[config.mk]
export PLATFORM = sky130hd
export DESIGN_NAME = fetch_pc_controller_flat
export DESIGN_NICKNAME = d
export VERILOG_FILES = /design/src/rtl/fetch_pc_controller_pkg.sv /design/src/rtl/fetch_pc_controller_if.sv /design/src/rtl/fetch_pc_controller_sat_counter.sv /design/src/rtl/fetch_pc_controller.sv /design/src/flat_wrapper.sv
export SDC_FILE = /design/constraint.sdc
export NUM_CORES = 1
export LEC_CHECK = 0
export CORE_MARGIN = 1.5
export CORE_UTILIZATION = 42
export DETAILED_ROUTE_END_ITERATION = 10
export GPL_TIMING_DRIVEN = 0
export PLACE_DENSITY = 0.79
export SKIP_LAST_GASP = 1
export SLEW_MARGIN = 20
export SYNTH_ARGS = -nofsm -noshare
export SYNTH_HDL_FRONTEND = slang
export SYNTH_SLANG_ARGS = --single-unit
[constraint.sdc]
create_clock -name clk -period 2.57 [get_ports clk]
set_clock_uncertainty 0.2 [all_clocks]
set_input_delay 0.514 -clock clk [delete_from_list [all_inputs] [get_ports clk]]
set_output_delay 0.514 -clock clk [all_outputs]
set_load 0.005 [all_outputs]
[src/rtl/fetch_pc_controller_pkg.sv]
// fetch_pc_controller_pkg
// Purpose: shared definitions for the fetch PC sequencer and the decoder it
//   works alongside: FSM state encoding, writeback codes (including the
//   WB_HICCUP bubble code), the default reset PC and the load-use hazard test.
// Ports: none (package).
package fetch_pc_controller_pkg;

  typedef enum logic [1:0] {
    ST_RUN        = 2'd0,
    ST_LOAD_STALL = 2'd1,
    ST_JALR_WAIT  = 2'd2
  } fetch_state_t;

  // Writeback codes shared with the decoder; WB_HICCUP marks a bubble.
  localparam logic [2:0] WB_NONE   = 3'd0;
  localparam logic [2:0] WB_ALU    = 3'd1;
  localparam logic [2:0] WB_MEM    = 3'd2;
  localparam logic [2:0] WB_PC4    = 3'd3;
  localparam logic [2:0] WB_HICCUP = 3'd7;

  localparam logic [31:0] RESET_PC_DEFAULT = 32'h0000_0000;

  // x0 is hardwired to zero, so a load targeting it can never create a hazard.
  function automatic logic load_use_hit(
    input logic       last_load,
    input logic [4:0] last_rd,
    input logic [4:0] rs1,
    input logic [4:0] rs2
  );
    return last_load && (last_rd != 5'd0) && ((rs1 == last_rd) || (rs2 == last_rd));
  endfunction

endpackage

[src/rtl/fetch_pc_controller_if.sv]
// fetch_pc_controller_if
// Purpose: bundles the decode/redirect inputs and the fetch control/status
//   outputs of fetch_pc_controller.
// Modports:
//   master - the surrounding pipeline: drives predictor, decode and redirect
//            signals; observes pc, bubble, flush, status and counters.
//   slave  - the controller itself.
interface fetch_pc_controller_if #(
  parameter int CNT_W = 32
);
  logic [31:0]      predict_pc;
  logic             dec_valid;
  logic             dec_is_load;
  logic             dec_is_jalr;
  logic [4:0]       dec_rd;
  logic [4:0]       dec_rs1;
  logic [4:0]       dec_rs2;
  logic             jalr_resolve;
  logic [31:0]      jalr_target;
  logic             mispredict;
  logic [31:0]      correct_pc;

  logic [31:0]      pc;
  logic             bubble;
  logic             flush_ra_ex;
  logic             busy;
  logic             protocol_err;
  logic [CNT_W-1:0] stall_cycles;
  logic [CNT_W-1:0] flush_count;

  modport master (
    output predict_pc, dec_valid, dec_is_load, dec_is_jalr, dec_rd, dec_rs1, dec_rs2,
           jalr_resolve, jalr_target, mispredict, correct_pc,
    input  pc, bubble, flush_ra_ex, busy, protocol_err, stall_cycles, flush_count
  );

  modport slave (
    input  predict_pc, dec_valid, dec_is_load, dec_is_jalr, dec_rd, dec_rs1, dec_rs2,
           jalr_resolve, jalr_target, mispredict, correct_pc,
    output pc, bubble, flush_ra_ex, busy, protocol_err, stall_cycles, flush_count
  );
endinterface

[src/rtl/fetch_pc_controller_sat_counter.sv]
// sat_counter
// Purpose: up-counter that sticks at all-ones instead of wrapping.
// Ports:
//   clk   - clock
//   clear - synchronous clear, dominates inc
//   inc   - count one event this cycle
//   count - current count value
module sat_counter #(
  parameter int WIDTH = 32
) (
  input  logic             clk,
  input  logic             clear,
  input  logic             inc,
  output logic [WIDTH-1:0] count
);

  always_ff @(posedge clk) begin
    if (clear) begin
      count <= '0;
    end else if (inc && (count != '1)) begin
      count <= count + WIDTH'(1);
    end
  end

endmodule

[src/rtl/fetch_pc_controller.sv]
// fetch_pc_controller
// Purpose: picks the next fetch PC each cycle (predicted PC, resolved
//   jalr/ret target or mispredict correction), stalls one cycle on load-use
//   hazards, waits for indirect targets, and emits the bubble / RA-EX flush
//   controls for the fetch/decode stage. Keeps saturating stall and flush
//   counters plus a sticky protocol-error flag.
// Ports:
//   clk   - clock, all state updates on posedge
//   reset - synchronous active-high reset
//   bus   - fetch_pc_controller_if.slave: decode/redirect inputs in,
//           pc/bubble/flush_ra_ex/busy/protocol_err/counters out
module fetch_pc_controller
  import fetch_pc_controller_pkg::*;
#(
  parameter logic [31:0] RESET_PC      = RESET_PC_DEFAULT,
  parameter int          JALR_WAIT_MAX = 8,
  parameter int          CNT_W         = 32
) (
  input logic                  clk,
  input logic                  reset,
  fetch_pc_controller_if.slave bus
);

  localparam logic [7:0] WAIT_MAX = 8'(JALR_WAIT_MAX);

  fetch_state_t state;
  logic [31:0]  pc_q;
  logic         bubble_q;
  logic         flush_q;
  logic         busy_q;
  logic         err_q;
  logic         last_load;
  logic [4:0]   last_rd;
  logic [7:0]   wait_cnt;
  logic         first_after_reset;
  logic         hazard;

  assign hazard = bus.dec_valid &&
                  load_use_hit(last_load, last_rd, bus.dec_rs1, bus.dec_rs2);

  // Main sequencer. Mispredict outranks everything; otherwise each state
  // decides pc/bubble. Outputs are all registered alongside the state.
  always_ff @(posedge clk) begin
    if (reset) begin
      state     <= ST_RUN;
      pc_q      <= RESET_PC;
      bubble_q  <= 1'b1;
      flush_q   <= 1'b0;
      busy_q    <= 1'b0;
      err_q     <= 1'b0;
      last_load <= 1'b0;
      last_rd   <= 5'd0;
      wait_cnt  <= 8'd0;
    end else begin
      flush_q <= 1'b0;

      // A resolve outside JALR_WAIT means nobody asked for it.
      if (bus.jalr_resolve && (state != ST_JALR_WAIT)) begin
        err_q <= 1'b1;
      end

      if (bus.mispredict) begin
        state     <= ST_RUN;
        pc_q      <= bus.correct_pc;
        bubble_q  <= 1'b1;
        flush_q   <= 1'b1;
        busy_q    <= 1'b0;
        last_load <= 1'b0;
        last_rd   <= 5'd0;
      end else begin
        case (state)
          ST_RUN: begin
            if (hazard) begin
              state    <= ST_LOAD_STALL;
              bubble_q <= 1'b1;
              busy_q   <= 1'b1;
            end else if (bus.dec_valid && bus.dec_is_jalr) begin
              state    <= ST_JALR_WAIT;
              bubble_q <= 1'b1;
              busy_q   <= 1'b1;
              wait_cnt <= 8'd0;
            end else begin
              pc_q      <= bus.predict_pc;
              bubble_q  <= !bus.dec_valid;
              busy_q    <= 1'b0;
              last_load <= bus.dec_valid && bus.dec_is_load;
              last_rd   <= bus.dec_rd;
            end
          end

          // The stalled instruction goes through without a second hazard check.
          ST_LOAD_STALL: begin
            state     <= ST_RUN;
            pc_q      <= bus.predict_pc;
            bubble_q  <= 1'b0;
            busy_q    <= 1'b0;
            last_load <= 1'b0;
            last_rd   <= 5'd0;
          end

          // The error flags a suspiciously long wait but the wait continues.
          ST_JALR_WAIT: begin
            bubble_q <= 1'b1;
            if (bus.jalr_resolve) begin
              state     <= ST_RUN;
              pc_q      <= bus.jalr_target;
              busy_q    <= 1'b0;
              last_load <= 1'b0;
              last_rd   <= 5'd0;
            end else if (wait_cnt != WAIT_MAX) begin
              wait_cnt <= wait_cnt + 8'd1;
              if (wait_cnt == (WAIT_MAX - 8'd1)) begin
                err_q <= 1'b1;
              end
            end
          end

          default: begin
            state  <= ST_RUN;
            busy_q <= 1'b0;
          end
        endcase
      end
    end
  end

  // The reset bubble itself is not a stall, so the first post-reset cycle
  // is masked from the stall counter.
  always_ff @(posedge clk) begin
    first_after_reset <= reset;
  end

  sat_counter #(.WIDTH(CNT_W)) u_stall_cnt (
    .clk   (clk),
    .clear (reset),
    .inc   (bubble_q && !first_after_reset),
    .count (bus.stall_cycles)
  );

  sat_counter #(.WIDTH(CNT_W)) u_flush_cnt (
    .clk   (clk),
    .clear (reset),
    .inc   (flush_q),
    .count (bus.flush_count)
  );

  assign bus.pc           = pc_q;
  assign bus.bubble       = bubble_q;
  assign bus.flush_ra_ex  = flush_q;
  assign bus.busy         = busy_q;
  assign bus.protocol_err = err_q;

endmodule
[src/flat_wrapper.sv]
// flat-port wrapper written by rule: the top's interface ports become plain ports
module fetch_pc_controller_flat import fetch_pc_controller_pkg::*;
#(
  parameter logic [31:0] RESET_PC      = RESET_PC_DEFAULT,
  parameter int          JALR_WAIT_MAX = 8,
  parameter int          CNT_W         = 32
)
  (clk, reset, bus_predict_pc, bus_dec_valid, bus_dec_is_load, bus_dec_is_jalr, bus_dec_rd, bus_dec_rs1, bus_dec_rs2, bus_jalr_resolve, bus_jalr_target, bus_mispredict, bus_correct_pc, bus_pc, bus_bubble, bus_flush_ra_ex, bus_busy, bus_protocol_err, bus_stall_cycles, bus_flush_count);
  fetch_pc_controller_if #(.CNT_W(CNT_W)) bus_i ();
  input logic clk;
  input logic reset;
  input wire logic [$bits(bus_i.predict_pc)-1:0] bus_predict_pc;
  input wire logic [$bits(bus_i.dec_valid)-1:0] bus_dec_valid;
  input wire logic [$bits(bus_i.dec_is_load)-1:0] bus_dec_is_load;
  input wire logic [$bits(bus_i.dec_is_jalr)-1:0] bus_dec_is_jalr;
  input wire logic [$bits(bus_i.dec_rd)-1:0] bus_dec_rd;
  input wire logic [$bits(bus_i.dec_rs1)-1:0] bus_dec_rs1;
  input wire logic [$bits(bus_i.dec_rs2)-1:0] bus_dec_rs2;
  input wire logic [$bits(bus_i.jalr_resolve)-1:0] bus_jalr_resolve;
  input wire logic [$bits(bus_i.jalr_target)-1:0] bus_jalr_target;
  input wire logic [$bits(bus_i.mispredict)-1:0] bus_mispredict;
  input wire logic [$bits(bus_i.correct_pc)-1:0] bus_correct_pc;
  output wire logic [$bits(bus_i.pc)-1:0] bus_pc;
  output wire logic [$bits(bus_i.bubble)-1:0] bus_bubble;
  output wire logic [$bits(bus_i.flush_ra_ex)-1:0] bus_flush_ra_ex;
  output wire logic [$bits(bus_i.busy)-1:0] bus_busy;
  output wire logic [$bits(bus_i.protocol_err)-1:0] bus_protocol_err;
  output wire logic [$bits(bus_i.stall_cycles)-1:0] bus_stall_cycles;
  output wire logic [$bits(bus_i.flush_count)-1:0] bus_flush_count;
  assign bus_i.predict_pc = bus_predict_pc;
  assign bus_i.dec_valid = bus_dec_valid;
  assign bus_i.dec_is_load = bus_dec_is_load;
  assign bus_i.dec_is_jalr = bus_dec_is_jalr;
  assign bus_i.dec_rd = bus_dec_rd;
  assign bus_i.dec_rs1 = bus_dec_rs1;
  assign bus_i.dec_rs2 = bus_dec_rs2;
  assign bus_i.jalr_resolve = bus_jalr_resolve;
  assign bus_i.jalr_target = bus_jalr_target;
  assign bus_i.mispredict = bus_mispredict;
  assign bus_i.correct_pc = bus_correct_pc;
  assign bus_pc = bus_i.pc;
  assign bus_bubble = bus_i.bubble;
  assign bus_flush_ra_ex = bus_i.flush_ra_ex;
  assign bus_busy = bus_i.busy;
  assign bus_protocol_err = bus_i.protocol_err;
  assign bus_stall_cycles = bus_i.stall_cycles;
  assign bus_flush_count = bus_i.flush_count;
  fetch_pc_controller #(.RESET_PC(RESET_PC), .JALR_WAIT_MAX(JALR_WAIT_MAX), .CNT_W(CNT_W)) u_core (.clk(clk), .reset(reset), .bus(bus_i));
endmodule
==> impl_results.md <==
* Complex-gate fraction of the synthesized area at 0.136
* Count leader, synth: dfxtp_1
* Clock latency on the worst-skew pair at about 0.41 ns
* Top cells by area, synth: dfxtp_1, nor2_1, mux2i_1
* EDFF count, synth at 0
* Largest family of logic cells by synthesized area: simple AND/OR/NAND/NOR gates
* Status: finished with violations
* Htree depth at 4
* Chip width at 126 um
* WL/cell at 15.9 um
* FMAX at between 400 and 500 MHz
* Startpoint Class: register
* Post-synth top flop: dfxtp_1
* Tmin final at about 2.5 ns
* Post-route ant nets at 0
* WL final at about 19000 um
* Avg Inst Size Synth at slightly above 8 um^2
* Clk sinks at about 120
* Cell types with the highest counts after synthesis: dfxtp_1, nor2_1, nand2_1
* Largest net degree at the start of global routing at 17
* Adder-cell share of the synthesized area at 0.0138
* CTS max path bufs at 2
* Final Max Tran Viols at 0
* Slew HR at 0.552
* Crit. End Element: register
* Area Overhead vs Synth at 49.4%
* Synth area leader: dfxtp_1
* CP Class: reg2reg
* CTS tree: yes
* RSZ-0062 raised after global routing: true
* Vias at around 6600
* Setup Viol. Count Final at 0
* CTS buffer count at 17
* Grt total ovfl at 0
* Gr busiest metal: met2
* GRT Total Usage at 0.243
* Req. time, crit path at around 2.7 ns
* Clk slew on worst S/H paths at 0.06 ns
* Post-synthesis mux area share at 0.0609
* First-pass GRT wire length at between 30000 and 40000 um
* Layout cells sized above 1 at 0.0944
* Sum Neg Setup Slack at 0 ns
* Pleak at between 3 and 4 nW
* Power per Cell Area at slightly above 500 nW/um^2
* Post-Syn Nets at 909
* Number of distinct library cells after synthesis at 52
* Vias per cell at 5.43
* Number of global-route vias before repair at roughly 6400
* Synth Area in XOR/XNOR at 0.0759
* Synth Warn # at 0
* Hold Path Class: reg2reg
* Violated checks: DRC
* Initial antenna violation count at 0
* Core Region at about 15000 um^2
* Share of the synthesized area in the top cell type at 0.369
* Initial drt markers at between 300 and 400
* M1 GR Usage at 0.300
* Cell row count at 44
* Syn Inst Count at 784
* Antenna Cells at 0
* Die Area at between 15000 and 20000 um^2
* Met3 Usage GRT at 0.0684
* Initial Util at 0.433
* Nets@finish at 1150
* Actual slew at the worst max-slew pin at 0.671 ns
* Yosys reg bits at roughly 120
* DP Wirelength at around 14000 um
* Boundary Pins at approximately 220
* CP max FO at 7
* Drt first pass iters at 11
* Residual DRC at 7
* Tcrit/Tclk final at 0.954
* VDD IR-drop max at around 0.49 mV
* Simple-gate area share of the yosys netlist at 0.301
* Max-Cap Viols at 0
* CTS Hold Buffers Added at 0
* Sequential share of the synthesized area at 0.369
* IO buf count at about 220
* Async S/R FF share, synth at 0
* Post-Route Utilization at 0.647
* Root Buffer: clkbuf_16
* Post-Synthesis Cell Area at 6350 um^2
* DIE HEIGHT at about 130 um
* Arrival time worst endpoint at 2.55 ns
* GPL Wtd Cong at between 0.8 and 0.9
* GR Util met2 at 0.407
* Final hold violation count at 0
area by class of cell:
type                       instances  area [um^2]
timing repair buffer             224         2220
tap                              184          230
clock buffer                      18          439
inverter                          15         56.3
buffer                            53          236
sequential                       117         2350
clock inverter                    14          126
multi-input combinational        597         3820
fill                            1265         5160
worst paths after layout:
check / to / cells after the start / startpoint / slack (ns)
worst max register to register: u_core.u_stall_cnt.count[29] / 7 / u_core.u_stall_cnt.count[12] / 0.12
worst min register to register: u_core.bus.busy / 2 / u_core.bus.busy / 0.26
worst min-delay path: u_core.bus.busy / 2 / u_core.bus.busy / 0.26
worst max-delay path: u_core.u_stall_cnt.count[29] / 7 / u_core.u_stall_cnt.count[12] / 0.12
flip-flops by register name (all words and copies together) (netlist names):
signal	flops
u_core.u_flush_cnt.count	32
u_core.bus.protocol_err	1
u_core.wait_cnt	8
u_core.u_stall_cnt.count	32
u_core.last_rd	5
u_core.bus.bubble	1
u_core.bus.flush_ra_ex	1
u_core.bus.busy	1
u_core.last_load	1
u_core.first_after_reset	1
u_core.state	2
u_core.bus.pc	32
stage by stage:
| step | area (um^2) | total power, mW | cells | hold WS (ns) | setup slack, ns |
|---|---|---|---|---|---|
| finish | 9480 | 4.81 | 1222 | 0.262 | 0.117 |
| global route | 9480 | 5.00 | 1222 | 0.294 | -0.0144 |
| CTS | 9400 | 4.84 | 1221 | 0.259 | 0.00799 |
| detailed placement | 8740 | 2.58 | 1184 | 0.251 | -0.791 |
| global placement | 8740 | 2.58 | 1184 | 0.247 | -0.710 |
| floorplan | 6350 | 2.21 | 784 | 0.248 | 0.129 |
report_power, final:
group	internal, mW	switching, mW	leakage (nW)	total, mW
Clock	1.36	0.901	0.265	2.26
Sequential	1.87	0.0409	0.953	1.91
Combinational	0.366	0.279	2.20	0.645
what timing repair did:
action | 4_1_cts | 5_1_grt
endpoints found under the setup margin | 53 | 89
pin swaps | 2 | 2
gates cloned | 0 | 0
resized for setup | 10 | 43
buffers inserted | 6 | 2
layer usage:
metal,share of wire,wire [um]
met1,0.43,8430
met2,0.48,9270
met3,0.071,1370
met4,0.016,315
met5,0,0
kinds of logic (layout without fill, tap and decap cells):
logic type | Yosys count | count (layout)
AO/OA/AOI/OAI | 133 | 133
XOR/XNOR | 55 | 55
adder cells (fa/ha/maj) | 7 | 7
buffers and inverters | 70 | 324
flip-flops | 117 | 117
multiplexers | 38 | 38
AND/OR/NAND/NOR | 364 | 364
placed cells by master, fill, tap and decap left out, types with 16 or more instances in the layout:
cell / synthesis / layout
a211o_1: 33 / 33
a21oi_1: 62 / 62
clkbuf_1: 43 / 29
clkbuf_16: 0 / 17
clkdlybuf4s50_1: 0 / 216
dfxtp_1: 117 / 114
mux2i_1: 36 / 36
nand2_1: 78 / 78
nand3_1: 19 / 19
nand4_1: 17 / 17
nand4b_1: 34 / 34
nor2_1: 111 / 110
nor3_1: 22 / 20
o21ai_0: 16 / 16
or3_1: 16 / 16
xnor2_1: 35 / 35
xor2_1: 20 / 20
worst max-delay path: stages (launching register included):
cell and delay [ns]:
dfxtp_1 0.46, nand3_1 0.18, or4_4 0.60, nor4_4 0.15, buf_4 0.20, nor2_2 0.06
and3_1 0.19, mux2_4 0.29
Power figures use the tool's default switching activity.
